File: src/rtl/fifo_pkg.sv
// Shared definitions for sync_fifo: default geometry, status flag bundle and
// the count-to-flag decode used by the FIFO and by anything modelling it.
package fifo_pkg;

  localparam int DEF_DATA_WIDTH = 8;
  localparam int DEF_ADDR_WIDTH = 6;

  typedef struct packed {
    logic full;
    logic empty;
    logic half;
    logic almost_full;
    logic almost_empty;
  } fifo_status_t;

  // Flags depend on occupancy alone, so a registered count yields registered-quality flags.
  function automatic fifo_status_t calc_status(input int cnt, input int depth,
                                               input int afull_thresh,
                                               input int aempty_thresh);
    fifo_status_t st;
    st.full         = (cnt == depth);
    st.empty        = (cnt == 0);
    st.half         = (cnt >= depth / 2);
    st.almost_full  = (cnt >= afull_thresh);
    st.almost_empty = (cnt <= aempty_thresh);
    return st;
  endfunction

endpackage

File: src/rtl/sync_fifo_ram.sv
// Storage array for sync_fifo: one write port, one read port, single clock.
// REG_READ selects a registered read (1-cycle latency) or a combinational read.
module sync_fifo_ram #(
  parameter int DATA_WIDTH = 8,
  parameter int ADDR_WIDTH = 6,
  parameter bit REG_READ   = 1'b1
) (
  input  logic                  clk,
  input  logic                  rst,
  input  logic                  we,
  input  logic [ADDR_WIDTH-1:0] waddr,
  input  logic [DATA_WIDTH-1:0] wdata,
  input  logic                  re,
  input  logic [ADDR_WIDTH-1:0] raddr,
  output logic [DATA_WIDTH-1:0] rdata
);

  localparam int DEPTH = 1 << ADDR_WIDTH;

  logic [DATA_WIDTH-1:0] mem [DEPTH];

  // Contents are deliberately not reset; only the pointers define validity.
  always_ff @(posedge clk) begin
    if (we) begin
      mem[waddr] <= wdata;
    end
  end

  if (REG_READ) begin : g_reg_read
    logic [DATA_WIDTH-1:0] rdata_q;

    always_ff @(posedge clk) begin
      if (rst) begin
        rdata_q <= '0;
      end else if (re) begin
        rdata_q <= mem[raddr];
      end
    end

    assign rdata = rdata_q;
  end else begin : g_comb_read
    logic unused_rd_ctrl;

    assign unused_rd_ctrl = rst ^ re;
    assign rdata          = mem[raddr];
  end

endmodule

File: src/rtl/sync_fifo.sv
// Single-clock FIFO with occupancy count, status flags and sticky error flags.
// Define SYNC_FIFO_FWFT_EN for first-word-fall-through output; default is registered read.
module sync_fifo
  import fifo_pkg::*;
#(
  parameter int DATA_WIDTH    = DEF_DATA_WIDTH,
  parameter int ADDR_WIDTH    = DEF_ADDR_WIDTH,
  parameter int AFULL_THRESH  = (1 << ADDR_WIDTH) - 4,
  parameter int AEMPTY_THRESH = 4
) (
  input  logic                  clk,
  input  logic                  rst,
  input  logic                  wr_en,
  input  logic [DATA_WIDTH-1:0] data_in,
  input  logic                  rd_en,
  output logic [DATA_WIDTH-1:0] data_out,
  output logic                  full,
  output logic                  empty,
  output logic                  half,
  output logic                  almost_full,
  output logic                  almost_empty,
  output logic [ADDR_WIDTH:0]   count,
  output logic                  overflow,
  output logic                  underflow
);

  localparam int DEPTH = 1 << ADDR_WIDTH;

`ifdef SYNC_FIFO_FWFT_EN
  localparam bit REG_READ = 1'b0;
`else
  localparam bit REG_READ = 1'b1;
`endif

  localparam logic [ADDR_WIDTH-1:0] ADDR_ONE = 1;
  localparam logic [ADDR_WIDTH:0]   CNT_ONE  = 1;

  if (!(AEMPTY_THRESH > 0 && AEMPTY_THRESH < AFULL_THRESH && AFULL_THRESH <= DEPTH))
  begin : g_bad_thresh
    $error("sync_fifo: need 0 < AEMPTY_THRESH < AFULL_THRESH <= DEPTH");
  end

  logic [ADDR_WIDTH-1:0] waddr_q;
  logic [ADDR_WIDTH-1:0] raddr_q;
  logic [ADDR_WIDTH:0]   count_q;
  logic [ADDR_WIDTH:0]   count_d;
  logic                  overflow_q;
  logic                  underflow_q;
  logic                  wr_acc;
  logic                  rd_acc;
  fifo_status_t          status;

  assign status = calc_status(int'(count_q), DEPTH, AFULL_THRESH, AEMPTY_THRESH);

  // A read never sees a same-cycle write (no bypass); a write at full needs a paired read.
  assign rd_acc = rd_en && !status.empty;
  assign wr_acc = wr_en && (!status.full || rd_acc);

  always_comb begin
    count_d = count_q;
    unique case ({wr_acc, rd_acc})
      2'b10:   count_d = count_q + CNT_ONE;
      2'b01:   count_d = count_q - CNT_ONE;
      default: count_d = count_q;
    endcase
  end

  always_ff @(posedge clk) begin
    if (rst) begin
      waddr_q     <= '0;
      raddr_q     <= '0;
      count_q     <= '0;
      overflow_q  <= 1'b0;
      underflow_q <= 1'b0;
    end else begin
      if (wr_acc) begin
        waddr_q <= waddr_q + ADDR_ONE;
      end
      if (rd_acc) begin
        raddr_q <= raddr_q + ADDR_ONE;
      end
      count_q <= count_d;
      if (wr_en && !wr_acc) begin
        overflow_q <= 1'b1;
      end
      if (rd_en && !rd_acc) begin
        underflow_q <= 1'b1;
      end
    end
  end

  // Requests in the reset cycle must not touch storage or the read register.
  sync_fifo_ram #(
    .DATA_WIDTH (DATA_WIDTH),
    .ADDR_WIDTH (ADDR_WIDTH),
    .REG_READ   (REG_READ)
  ) u_ram (
    .clk   (clk),
    .rst   (rst),
    .we    (wr_acc && !rst),
    .waddr (waddr_q),
    .wdata (data_in),
    .re    (rd_acc && !rst),
    .raddr (raddr_q),
    .rdata (data_out)
  );

  assign full         = status.full;
  assign empty        = status.empty;
  assign half         = status.half;
  assign almost_full  = status.almost_full;
  assign almost_empty = status.almost_empty;
  assign count        = count_q;
  assign overflow     = overflow_q;
  assign underflow    = underflow_q;

endmodule

File: config.mk
export PLATFORM = sky130hd
export DESIGN_NAME = sync_fifo
export DESIGN_NICKNAME = d
export VERILOG_FILES = /design/src/rtl/fifo_pkg.sv /design/src/rtl/sync_fifo_ram.sv /design/src/rtl/sync_fifo.sv
export SDC_FILE = /design/constraint.sdc
export NUM_CORES = 1
export LEC_CHECK = 0
export CORE_MARGIN = 2
export CORE_UTILIZATION = 45
export CTS_CLUSTER_SIZE = 12
export DETAILED_ROUTE_END_ITERATION = 10
export GPL_ROUTABILITY_DRIVEN = 1
export PLACE_DENSITY_LB_ADDON = 0.08
export SETUP_SLACK_MARGIN = 0.02
export SYNTH_ARGS = -nofsm -noshare
export SYNTH_HDL_FRONTEND = slang
export SYNTH_HIERARCHICAL = 1
export SYNTH_SLANG_ARGS = --single-unit
File: constraint.sdc
create_clock -name clk -period 3.4 [get_ports clk]
set_clock_uncertainty 0.2 [all_clocks]
set_input_delay 0.34 -clock clk [delete_from_list [all_inputs] [get_ports clk]]
set_output_delay 0.34 -clock clk [all_outputs]
set_load 0.01 [all_outputs]
After elaboration in Yosys (flattened, before gate mapping)
Memory sizes are Yosys's and may differ from the RTL's. A register that Yosys moved wholly into a read port is not among the register bits.
Index checks and enable logic that the tools add are counted.
{"block": "word_totals", "register_bits": 21, "mem_bits_rw": 512, "in_bits": 12, "elab_cells": 33, "n_memories": 1}
{"block": "op_classes", "addsub": 4, "order_cmp": 3, "n_eq_ne": 3, "muxes": 3, "reduce_logical": 14}
{"memory": "u_ram.mem", "depth": 64, "word_bits": 8, "rd": 1, "rd_ports_with_merged_regs": 1, "wr": 1, "line_no": "sync_fifo_ram.sv:20", "source": "logic [DATA_WIDTH-1:0] mem [DEPTH];"}
{"cell": "$ge 7x6->1 const B", "count": 2}
{"cell": "$pmux 7 s2", "count": 1}
{"cell": "$add 6x1->6 const B", "count": 2}
{"cell": "$add 7x1->7 const B", "count": 1}
{"cell": "$eq 7x7->1 const B", "count": 1}
{"cell": "$le 7x3->1 const B", "count": 1}
{"cell": "$logic_not 7->1", "count": 1}
{"cell": "$sub 7x1->7 const B", "count": 1}
{"cell": "$logic_and 1x1->1", "count": 6}
{"cell": "$logic_not 1->1", "count": 5}
{"cell": "$eq 2x1->1 const B", "count": 1}
{"cell": "$eq 2x2->1 const B", "count": 1}
{"cell": "$mux 1", "count": 2}
{"cell": "$reduce_bool 2->1", "count": 1}
{"cell": "$logic_or 1x1->1", "count": 1}

Longest topological paths before layout
Gate-level depths: netlist of the first run.
{"block": "depth", "ltp_word": 8, "ltp_mapped": 10}

Hierarchy
Netlist of the first run, hierarchy kept.
{"mod": "sync_fifo_ram", "instances": 1, "cells_per_inst": 1039, "area_each_um2": 20188.1, "seq_area_each_um2": 15534.9}
{"mod": "sync_fifo", "instances": 1, "cells_per_inst": 142, "area_each_um2": 1256.2, "seq_area_each_um2": 420.4}

Least setup slack after synthesis of the first run
OpenSTA, ideal clock, no wires.
{"block": "synth_path", "kind": "input port to flip-flop", "from": "input port wr_en", "to": "memory u_ram.mem[48][0], enable pin", "setup_time_ns": 0.383, "t_arrival_ns": 2.315, "required_ns": 2.817, "setup_slack_ns": 0.502, "path_stages": 7, "path_buffers": 1, "cell_sequence": "clkbuf_1 inv_2 a41oi_2 nor2b_1 nor2b_1 nand4b_1 nor3_1"}
{"block": "synth_via", "elab_chain_len": 4}
{"element": "from (decl)", "line_no": "sync_fifo.sv:13", "source": "input logic wr_en,"}
{"element": "$logic_and 1x1->1", "line_no": "sync_fifo.sv:57", "source": "assign wr_acc = wr_en && (!status.full || rd_acc);"}
{"element": "$logic_and 1x1->1", "line_no": "sync_fifo.sv:100", "source": ".we (wr_acc && !rst),"}
{"element": "$mux 1", "line_no": "sync_fifo_ram.sv:24", "source": "if (we) begin"}
{"element": "$mux 1 (implied by the code)", "line_no": "sync_fifo_ram.sv:25", "source": "mem[waddr] <= wdata;"}
{"element": "to (decl)", "line_no": "sync_fifo_ram.sv:20"}
No other way between the ends.

==> run summary, run 1 <==
Syn. warnings = 6
Site Rows = 79
Crit. Startpoint = raddr_q[0]
Reg clk slew, reported paths = 60 ps
Ratio of cells with drive above 1 in the final layout = 19.2%
Via count = 11300
CP Capture Point = u_ram/rdata[5]
CTS Buffer Depth = 3
Mapped Cells = 1181
Number of remaining DRC errors = 0
Detailed Routing Iterations Pass 1 = 6
Sum Neg Setup Slack = 0 ps
Core ar. = 46800 sq um
Post-route ant nets = 0
Seq/Total Area, Yosys = 74.4%
CP arrival = 3180 ps
DP Cell Count = 1871
Final Total Pwr = 15.4 mW
H-tree depth = 2
Setup-failing EPs final = 0
Min-Delay Path Class = primary input to register
Path depth of the worst reg2reg path = 7
Fin. Hold Viols = 0
Hold Slack = 75.7 ps
I/O Pins = 34
Initial drt markers = 1116
Starting Density = 45.9%
R2R Setup Slk = 510 ps
Final period util = 85.0%
Post-Syn Nets = 1201
Most used DFF post-synth = edfxtp_1
Max-cap viol count = 0
Largest net degree at the start of global routing = 65
Post-synth EDFFs = 512
Final HPWL from detailed placement = 32.3 mm
Routed wire length = 51.2 mm
Slew @ Worst Pin = 920 ps
First-pass GRT wire length = 76.1 mm
Die footprint = 49400 sq um
Routability congestion estimate = 0.805
Final Slew Violations = 0
Overflow after GRT = 0
Post-cts resize count = 0
Reg-to-reg critical path endpoint = u_ram/rdata[5]
Initial antenna violation count = 1
Final std cells w/o fill = 1972
Vias in the first global route = 11300
Nets = 1344
RSZ-0062 raised after global routing = false
CTS Buf Count = 56
Pwr Density = 620 nW/um^2
Area Growth Syn to Fin = 15.9%
Largest cells by area after synthesis = edfxtp_1, mux2i_1, mux4_2
Max IR drop VDD = 409 uV
Status = complete, no violations
Chip width = 222 um
Root Buffer = clkbuf_16
Ant diodes = 0
Commonest non-fill, non-tap cell in the layout = edfxtp_1
Finished Cell Area = 24900 sq um
Syn Area/Cell = 18.2 sq um
Reg-to-Reg Start = raddr_q[0]
Postcts setup bufs = 0
Synth Register Bits = 541
Most frequent cells in the layout = edfxtp_1, mux2i_1, buf_4
CP Class = register to register
Worst-path maximum fanout = 29
Placed inst area = 23200 sq um
Lkg Pwr = 7.74 nW
CTS tree = yes
Die height = 222 um
Ys async rst share = 0%
Vias per cell = 5.74
FMAX = 346 MHz
Area leader, netlist = edfxtp_1
Share of the synthesized area in the top cell type = 71.7%
Routed length per instance = 25.9 um
Hold-fix buffers, CTS = 2
Clk Latency, worst-skew pair = 610 ps
GRT Util Overall = 21.1%
Unique cell type count in the Yosys netlist = 57
Tmin final = 2890 ps
CTS sink cnt = 541
Worst Path Required = 3690 ps
Rel. slew slack = 38.7%
Port bufs = 33
Startpoint Class = register
Mapped cell area = 21400 sq um
Critical Path End Type = register
-- final cells by class --
type                    count  area, sq um
repair buffers            152         1290
well taps                 607          759
flip-flops and latches    541        16000
fillers                  3765        21900
clock inverters            23          180
inverters                   8         30.0
multi-input cells         565         5140
clock buffers              76         1500
-- worst min-delay path by stage --
| stage | startpoint | endpoint | slack, ps | depth (start not counted) |
|---|---|---|---|---|
| 2_1_floorplan | data_in[0] | u_ram/mem[0][0] | 240 | 0 |
| 3_3_place_gp | underflow | underflow | 270 | 2 |
| 6_report | data_in[7] | u_ram/mem[6][7] | 80 | 2 |
| 5_1_grt | data_in[7] | u_ram/mem[6][7] | 60 | 2 |
| 4_1_cts | data_in[7] | u_ram/mem[34][7] | 40 | 2 |
| 3_5_place_dp | underflow | underflow | 260 | 2 |
-- per-layer routing --
metal	GRT usage, %	wire length, um	vias up
met4	5.17	1030	2
met3	3.80	3410	71
met5	0	14	-
li1	-	-	5080
met2	33.1	23800	357
met1	30.9	22900	5819
-- flip-flops by register name (all words and copies together) (netlist names) --
name,flops
waddr_q,6
count,7
u_ram/rdata,8
u_ram/mem,512
overflow,1
underflow,1
raddr_q,6
-- worst max-delay path: stages, from the launching register on --
cell	delay [ps]
dfxtp_4	760
buf_4	270
nor2b_2	440
buf_12	250
a22oi_1	110
nand3_1	240
nand4_1	180
a221o_1	330
-- cell families (layout without fill, tap and decap cells) --
| logic type | Yosys count | count (layout) | synth area share (%) |
|---|---|---|---|
| AND/OR/NAND/NOR | 221 | 221 | 5.22 |
| AO/OA/AOI/OAI | 128 | 128 | 4.69 |
| XOR/XNOR | 12 | 12 | 0.490 |
| multiplexers | 196 | 196 | 13.0 |
| adder cells (fa/ha/maj) | 8 | 8 | 0.502 |
| flip-flops | 541 | 541 | 74.4 |
| buffers and inverters | 75 | 259 | 1.67 |
-- synth_stat cells (all sizes together) (3+ instances only) --
master / instances
nor4: 3
a22oi: 96
buf: 38
dfxtp: 29
inv: 8
ha: 7
and3: 3
nor3: 8
edfxtp: 512
mux4: 64
mux2i: 132
a221o: 8
xor2: 8
nand2: 18
xnor2: 4
a211oi: 4
a31oi: 3
nand3: 40
nor2b: 9
o21ai: 3
nor2: 92
nand4: 22
clkbuf: 29
a21oi: 4
nor3b: 10
-- metrics by stage --
stage / utilization (%) / setup WS (ps)
floorplan: - / 502
global placement: 49.5 / 341
detailed placement: 49.5 / 334
CTS: 53.2 / 489
global route: 53.2 / 324
finish: 53.2 / 510
-- power breakdown --
part | switching, mW | internal, mW | leakage (nW)
clock network | 2.40 | 3.28 | 0.805
logic | 1.14 | 0.989 | 2.10
registers | 0.209 | 7.38 | 4.84
Power figures use the tool's default switching activity.
==> run 2: changes to the inputs <==
- SETUP_SLACK_MARGIN: 0.02 -> unset
- TNS_END_PERCENT: unset -> 5
==> results of run 2 <==
Same layout as run 1: the final DEF is identical, and so are final timing and power.
